$ cat src/rtl/seq_multiplier.sv
// Radix-2 sequential 32x32 multiplier with optional signed mode and 64-bit accumulate.
// One operation takes 33 cycles: 32 shift-add iterations followed by one sign/accumulate adjust cycle.
module seq_multiplier (
  input  logic        clock,
  input  logic        reset,
  input  logic        in_Start,
  input  logic [31:0] in_a,
  input  logic [31:0] in_b,
  input  logic        in_LongMulSig,
  input  logic        in_AccEn,
  input  logic [31:0] in_AccHigh,
  input  logic [31:0] in_AccLow,
  output logic [63:0] out_MulResult,
  output logic        out_Busy,
  output logic        out_Done,
  output logic        out_Zero,
  output logic        out_Neg
);

  localparam logic [1:0] IDLE   = 2'd0;
  localparam logic [1:0] BUSY   = 2'd1;
  localparam logic [1:0] ADJUST = 2'd2;

  logic [1:0]  state_q, state_d;
  logic [4:0]  cnt_q, cnt_d;
  logic [63:0] mcand_q, mcand_d;
  logic [32:0] mplier_q, mplier_d;
  logic [63:0] prod_q, prod_d;
  logic        sign_q, sign_d;
  logic        acc_en_q, acc_en_d;
  logic [63:0] acc_q, acc_d;
  logic [63:0] result_q, result_d;
  logic        done_q, done_d;
  logic        zero_q, zero_d;
  logic        neg_q, neg_d;

  // 33-bit magnitudes so that signed 0x80000000 converts without overflow
  logic [32:0] mag_a, mag_b;
  logic [63:0] signed_prod, final_res;

  always_comb begin
    mag_a = (in_LongMulSig && in_a[31]) ? (~{in_a[31], in_a} + 33'd1) : {1'b0, in_a};
    mag_b = (in_LongMulSig && in_b[31]) ? (~{in_b[31], in_b} + 33'd1) : {1'b0, in_b};
    signed_prod = sign_q ? (~prod_q + 64'd1) : prod_q;
    final_res   = signed_prod + (acc_en_q ? acc_q : 64'd0);
  end

  always_comb begin
    state_d  = state_q;
    cnt_d    = cnt_q;
    mcand_d  = mcand_q;
    mplier_d = mplier_q;
    prod_d   = prod_q;
    sign_d   = sign_q;
    acc_en_d = acc_en_q;
    acc_d    = acc_q;
    result_d = result_q;
    done_d   = 1'b0;
    zero_d   = zero_q;
    neg_d    = neg_q;
    case (state_q)
      IDLE: begin
        if (in_Start) begin
          mcand_d  = {31'd0, mag_a};
          mplier_d = mag_b;
          sign_d   = in_LongMulSig & (in_a[31] ^ in_b[31]);
          acc_en_d = in_AccEn;
          acc_d    = {in_AccHigh, in_AccLow};
          prod_d   = 64'd0;
          cnt_d    = 5'd0;
          state_d  = BUSY;
        end
      end
      BUSY: begin
        if (mplier_q[0]) prod_d = prod_q + mcand_q;
        mcand_d  = mcand_q << 1;
        mplier_d = mplier_q >> 1;
        cnt_d    = cnt_q + 5'd1;
        if (cnt_q == 5'd31) state_d = ADJUST;
      end
      ADJUST: begin
        result_d = final_res;
        zero_d   = (final_res == 64'd0);
        neg_d    = final_res[63];
        done_d   = 1'b1;
        state_d  = IDLE;
      end
      default: state_d = IDLE;
    endcase
  end

  always_ff @(posedge clock or negedge reset) begin
    if (!reset) begin
      state_q  <= IDLE;
      cnt_q    <= 5'd0;
      mcand_q  <= 64'd0;
      mplier_q <= 33'd0;
      prod_q   <= 64'd0;
      sign_q   <= 1'b0;
      acc_en_q <= 1'b0;
      acc_q    <= 64'd0;
      result_q <= 64'd0;
      done_q   <= 1'b0;
      zero_q   <= 1'b0;
      neg_q    <= 1'b0;
    end else begin
      state_q  <= state_d;
      cnt_q    <= cnt_d;
      mcand_q  <= mcand_d;
      mplier_q <= mplier_d;
      prod_q   <= prod_d;
      sign_q   <= sign_d;
      acc_en_q <= acc_en_d;
      acc_q    <= acc_d;
      result_q <= result_d;
      done_q   <= done_d;
      zero_q   <= zero_d;
      neg_q    <= neg_d;
    end
  end

  assign out_MulResult = result_q;
  assign out_Busy      = (state_q == BUSY) || (state_q == ADJUST);
  assign out_Done      = done_q;
  assign out_Zero      = zero_q;
  assign out_Neg       = neg_q;

endmodule

$ cat config.mk
export PLATFORM = sky130hd
export DESIGN_NAME = seq_multiplier
export DESIGN_NICKNAME = d
export VERILOG_FILES = /design/src/rtl/seq_multiplier.sv
export SDC_FILE = /design/constraint.sdc
export NUM_CORES = 1
export LEC_CHECK = 0
export ABC_AREA = 1
export ABC_CLOCK_PERIOD_IN_PS = 3600
export BUFFER_PORTS_ARGS = -buffer_cell sky130_fd_sc_hd__buf_2
export CAP_MARGIN = 20
export CORE_MARGIN = 2
export CORE_UTILIZATION = 56
export DETAILED_ROUTE_END_ITERATION = 6
export PLACE_DENSITY = 0.79
export SLEW_MARGIN = 20
export SYNTH_ARGS = -nofsm -noshare
export SYNTH_HDL_FRONTEND = slang
export SYNTH_SLANG_ARGS = --single-unit
export TNS_END_PERCENT = 30
$ cat constraint.sdc
create_clock -name clock -period 3.6 [get_ports clock]
set_input_delay 0.18 -clock clock [delete_from_list [all_inputs] [get_ports clock]]
set_output_delay 0.18 -clock clock [all_outputs]
set_load 0.02 [all_outputs]
# --- Word-level counts from Yosys, hierarchy flattened ---
# Cells that the tools add are included.
classes:
  reduce_logical: 10
  n_eq_ne: 6
  addsub: 6
  bitwise_logic: 5
  muxes: 17
ops:
  columns: ["cell", "count"]
  rows:
  - ["64-bit 2-to-1 mux", 5]
  - ["64-bit case mux with 2 select lines", 2]
  - ["64-bit adder", 2]
  - ["33-bit 2-to-1 mux", 3]
  - ["33-bit by 1-bit adder with 33-bit output (second input constant)", 2]
  - ["33-bit inverter", 2]
  - ["33-bit case mux with 2 select lines", 1]
  - ["64-bit by 1-bit adder with 64-bit output (second input constant)", 1]
  - ["64-bit logical NOT", 1]
  - ["64-bit inverter", 1]
  - ["5-bit case mux with 2 select lines", 1]
  - ["2-bit inequality test (second input constant)", 3]
  - ["2-bit AND reduction", 3]
  - ["5-bit by 1-bit adder with 5-bit output (second input constant)", 1]
  - ["5-bit == test (second input constant)", 1]
  - ["5-bit 2-to-1 mux", 1]
  - ["2-bit 2-to-1 mux", 2]
  - ["2-bit case mux with 2 select lines", 1]
  - ["3-bit AND reduction", 1]
  - ["2-bit by 1-bit == test with 1-bit output (second input constant)", 1]
  - ["2-bit == test (second input constant)", 1]
  - ["1-bit logical AND", 2]
  - ["2-bit logical NOT", 1]
  - ["2-bit nonzero test", 1]
  - ["other kinds (4)", 4]
totals:
  reg_bits: 301
  word_cells: 56
  inputBits: 133

# --- Logic depth before layout (Yosys ltp) ---
depth:
  word_depth: 5
  depth_mapped: 31

# --- Worst setup path before layout ---
# No wires, ideal clock.
synth_path:
  kind: "register -> register"
  from: "register prod_q[1]"
  to: "register zero_q (netlist: out_Zero)"
  required_ps: 3535
  setup_ps: 65
  slack_ps: 39
  arrival_ps: 3496
  stages_incl_launch_ff: 28
  path_buffers: 0
  cell_sequence: "dfrtp_1 inv_1 ha_1 nand4_2 nor3_2 nand2_1 nor2_2 nand2_1 nor2_2 nor2_1 a21oi_2 o21a_4 o21ai_2 xor2_1 ha_1 nand2_1 inv_1 nand2_1 nor3_1 and3_1 nand3_1 nand2_1 nand2_1 nand2_1 nand3_1 nor3_1 nand3_1 nand2_1"
synth_between:
  elab_chain_len: 5
synth_rtl:
  columns: ["element", "line_no", "rtl"]
  rows:
  - ["from (decl)", "28", "logic [63:0] prod_q, prod_d;"]
  - ["from (signal assigned)", "111", "prod_q <= prod_d;"]
  - ["64-bit inverter", "44", "signed_prod = sign_q ? (~prod_q + 64'd1) : prod_q;"]
  - ["64-bit by 1-bit adder with 64-bit output", "44", null]
  - ["64-bit 2-to-1 mux (*)", "44", null]
  - ["64-bit adder (*)", "45", "final_res = signed_prod + (acc_en_q ? acc_q : 64'd0);"]
  - ["64-bit logical NOT (*)", "83", "zero_d = (final_res == 64'd0);"]
  - ["to (signal assigned)", "117", "zero_q <= zero_d;"]
  - ["to (decl)", "34", "logic zero_q, zero_d;"]
# Every way passes the cells marked *; elsewhere a longest branch is shown, timed or not.
# A chain may end at the register's enable or synchronous reset.

# --- Worst setup path after layout ---
layout_path:
  from: "register prod_q[0]"
  to: "register zero_q (netlist: out_Zero)"
# The elaborated chain is that of the path after synthesis.

==> metrics list <==
- The worst setup path is captured at a flip-flop.
- The clock net in this run drives a total of 300 sinks.
* Worst max-slew margin expressed relative to the limit: 0.371
* Die Wd: between 200 and 250 um
- Number of antenna violations at the first check in global routing: 1
- Required time reported for the critical path endpoint: 4.10 ns
- EDFF count, synth: 0
* Final routed wire length divided by cell count: 17.3 um
* Count of warnings emitted by yosys: 0
- Largest clock skew in the final design: roughly 0.025 ns
- H-Tree Depth: 2
- Number of top-level pins: 201
* Final worst path period need: a little over 4 ns
- Drc violations: 11
- The share of synthesized area in the top cell type comes to 0.295.
- STA classifies the critical path startpoint as a flip-flop.
- The largest total area in the synthesized netlist belongs to sky130_fd_sc_hd__dfrtp_1.
- Commonest cells after routing, fill and taps aside: 1272 x sky130_fd_sc_hd__nand2_1, 595 x sky130_fd_sc_hd__inv_1, 394 x sky130_fd_sc_hd__buf_4, 341 x sky130_fd_sc_hd__nor2_1, 299 x sky130_fd_sc_hd__dfrtp_1
- Signal arrival time at the worst endpoint: ~4.6 ns
* Highest-delay cell along the critical path: sky130_fd_sc_hd__dfrtp_1
- Mapped Nets: about 4300
* Unrepaired setup endpoints after global routing: yes
- Timing-limited maximum frequency: between 200 and 250 MHz
- Along the worst path, the maximum fanout reaches 4.
- The wire-length estimate of the detail-placed layout is a little under 70000 um.
- Entering global routing, the biggest net connects 89 pins.
- Number of port buffers: 200
- CP Class: reg -> reg
- Crit path largest cell delay: about 0.40 ns
* Post-Syn Area: 25400 um2
- Of the synthesized area, sequential elements account for 0.295.
* Transition time at the pin with the least slew margin: roughly 0.94 ns
* Clock root buffer: sky130_fd_sc_hd__clkbuf_16
- Count of cells along the worst hold path: 4
* Final standard cell utilization of the core: 0.738
* Max-slew violation count: 0
- After filler insertion, the fill cell instance count of the layout stands at 3671.
- Including well taps, the total number of placed cells is about 5000.
* Static Leak: about 18 nW
- Latest clock arrival within the worst-skew pair: roughly 0.58 ns
* Via/cell ratio: between 5 and 6
- In this run the worst hold path is classified as in -> reg.
- Buffer levels on the longest clock path: 3
* Most common cell after layout, fill and taps aside: sky130_fd_sc_hd__nand2_1
* Mapped Cells: between 4000 and 5000
* Total of max-cap violations: 0
- Net count reported at finish: 4966
* Seq cells post-synth: 300
- For this design the ratio of total power to cell area is about 950 nW/um2.
- With fillers left out, the area of the finished cells amounts to ~33000 um2.
- Failing checks: DRC, setup timing
- For this block, the routed nets add up to a little over 90000 um of wire.
- For this run, the detailed router's first-pass iteration total came to 7.
* Number of vias in the routed layout: a little under 30000
* Initial DRC count: 2572
* Setup ws final: -0.450 ns
* Run status: finished, violations left
- Signed area change from the synthesized netlist to the final layout: 31.0%
- Total number of placement rows: just under 80
- IR analysis of the VDD net gives a maximum drop of approximately 1.1 mV.
- The finished layout holds about 5300 standard cells, fillers aside.
- Tot GR Track Use: 0.377
- In this run the remaining antenna-violating nets after routing total 0.
- Most used flip-flop cell after synthesis: sky130_fd_sc_hd__dfrtp_1
- Global routing finished with a remaining overflow of 0.
* Clock-pin slew on the worst setup and hold paths: 0.06 ns
- Synthesized area per cell: 6.26 um2
- Path depth of the worst reg2reg path: 30
- The core region is between 40000 and 50000 um2.
- Clock buffer count from CTS: 35
- Routability-driven placement finished with a final weighted congestion of 0.984.
* Top post-synthesis cells by area: sky130_fd_sc_hd__dfrtp_1 30%, sky130_fd_sc_hd__nand2_1 20%, sky130_fd_sc_hd__inv_1 9.2%
* Post-Place Cell Area: 29700 um2
* Number of failing hold endpoints at the final stage: 0
* Share of synthesized flip-flops with an asynchronous set or reset: 1.00
- Initial cell density of the core: 0.563
* Total die area: 47100 um2
- Finish-stage setup viols: 30
* Die height: between 200 and 250 um
- Library cells used by synthesis: 60
- In the final layout, the share of cells above drive strength 1 is 0.215.
- TritonCTS built the clock tree.
* Wire length of the first global-routing pass: ~140000 um
- Via count of the first global-routing pass: ~27000
- Final period utilization: 1.12
## layer usage
metal  global-route usage  vias up  share of wire
met5                    0        -              0
met3               0.0581      282          0.071
li1                     -    14200              -
met2                0.643     1226           0.47
met1                0.475    13300           0.41
met4                0.163        0          0.050
## cell type report
class                      instances  area [um2]  share of cell area
tap                              600         751              0.0226
antenna                            1        2.50           0.0000752
timing repair buffer             699        5080               0.153
clock inverter                     9         151             0.00455
inverter                         633        2390              0.0717
sequential                       300        7510               0.226
clock buffer                      48         995              0.0299
multi-input combinational       3028       16400               0.493
## synth_stat cells (3+ instances only)
cell                          n
sky130_fd_sc_hd__o211ai_1    20
sky130_fd_sc_hd__nand4_1     31
sky130_fd_sc_hd__inv_1      625
sky130_fd_sc_hd__o21ai_1     20
sky130_fd_sc_hd__nor4_1      18
sky130_fd_sc_hd__nand3b_1    26
sky130_fd_sc_hd__nand2_1   1347
sky130_fd_sc_hd__buf_2        3
sky130_fd_sc_hd__nor3_2       5
sky130_fd_sc_hd__o21a_1       4
sky130_fd_sc_hd__nor2_1     407
sky130_fd_sc_hd__a221oi_1     4
sky130_fd_sc_hd__o22ai_1     52
sky130_fd_sc_hd__xnor2_1     22
sky130_fd_sc_hd__o21ai_0    265
sky130_fd_sc_hd__buf_1       13
sky130_fd_sc_hd__xor2_1      98
sky130_fd_sc_hd__dfrtp_1    300
sky130_fd_sc_hd__or2_2        3
sky130_fd_sc_hd__a21oi_1    256
sky130_fd_sc_hd__a31oi_1     30
sky130_fd_sc_hd__nand3_2      5
sky130_fd_sc_hd__clkbuf_1    77
sky130_fd_sc_hd__nand2_2     11
sky130_fd_sc_hd__a21boi_0     6
sky130_fd_sc_hd__nor3_1      36
sky130_fd_sc_hd__nor2_2      17
sky130_fd_sc_hd__o221ai_1     4
sky130_fd_sc_hd__nand3_1    127
sky130_fd_sc_hd__ha_1       134
sky130_fd_sc_hd__and2_1       4
sky130_fd_sc_hd__o21ai_2      9
sky130_fd_sc_hd__o31ai_1     10
sky130_fd_sc_hd__o21bai_1    13
sky130_fd_sc_hd__a21o_1       9
sky130_fd_sc_hd__a21oi_2      7
sky130_fd_sc_hd__buf_4        3
sky130_fd_sc_hd__and3_1       4
sky130_fd_sc_hd__inv_2        7
## sequential cells by signal, indices dropped and copies added (netlist names), 2 cells and up
register,count
acc_q,64
cnt_q,5
mcand_q,64
mplier_q,33
out_MulResult,64
prod_q,64
state_q,2
## critical path, delay by kind of cell, from the launching register on
| family | cells | cell delay, ns |
|---|---|---|
| and+or+nand+nor | 19 | 2.08 |
| adders and majority gates | 2 | 0.45 |
| DFF | 1 | 0.40 |
| buffers and inverters | 7 | 0.70 |
| AOI/OAI and AO/OA | 1 | 0.18 |
| xor gates and xnor gates | 1 | 0.15 |
## path summary, 6_finish.rpt
| path | endpoint | slack (ns) | startpoint |
|---|---|---|---|
| hold reg to reg | out_MulResult[39] | 0.47 | out_MulResult[39] |
| setup reg to reg | out_Zero | -0.45 | prod_q[0] |
| max in group asynchronous | mplier_q[14] | 2.52 | reset |
| min in group asynchronous | out_MulResult[8] | 0.19 | reset |
| hold / removal | mplier_q[22] | 0.02 | in_b[22] |
| setup / recovery | out_Zero | -0.45 | prod_q[0] |
## where the power goes
part | switching [mW] | internal (mW) | leakage, nW | total [mW]
combinational | 13.3 | 9.10 | 13.5 | 22.4
sequential | 0.943 | 4.71 | 3.85 | 5.65
clock | 1.51 | 2.16 | 0.560 | 3.66
## stage by stage
stage | setup WS (ns) | hold WS [ns] | power (mW) | TNS, ns
floorplan | 0.0386 | -0.116 | 16.4 | 0
global placement | -0.557 | 0.230 | 24.6 | -6.92
detailed placement | -0.596 | 0.235 | 24.8 | -8.58
CTS | -0.403 | 0.000281 | 29.7 | -5.94
global route | -0.684 | 0.0431 | 33.9 | -14.22
finish | -0.450 | 0.0158 | 31.7 | -6.29
## timing repair
action                                  in CTS  in global routing
endpoints found under the hold margin      166                  0
hold buffers                                85                  0
endpoints found under the setup margin      31                 46
buffers inserted                            17                 17
resized for setup                          148                232
pin swaps                                   66                101
## cells by family after synthesis
| family | share of synthesized area |
|---|---|
| adders and majority gates | 0.0676 |
| and+or+nand+nor | 0.329 |
| xor gates and xnor gates | 0.0414 |
| DFF | 0.295 |
| buffers and inverters | 0.109 |
| AOI/OAI and AO/OA | 0.158 |
Power figures use the tool's default switching activity.
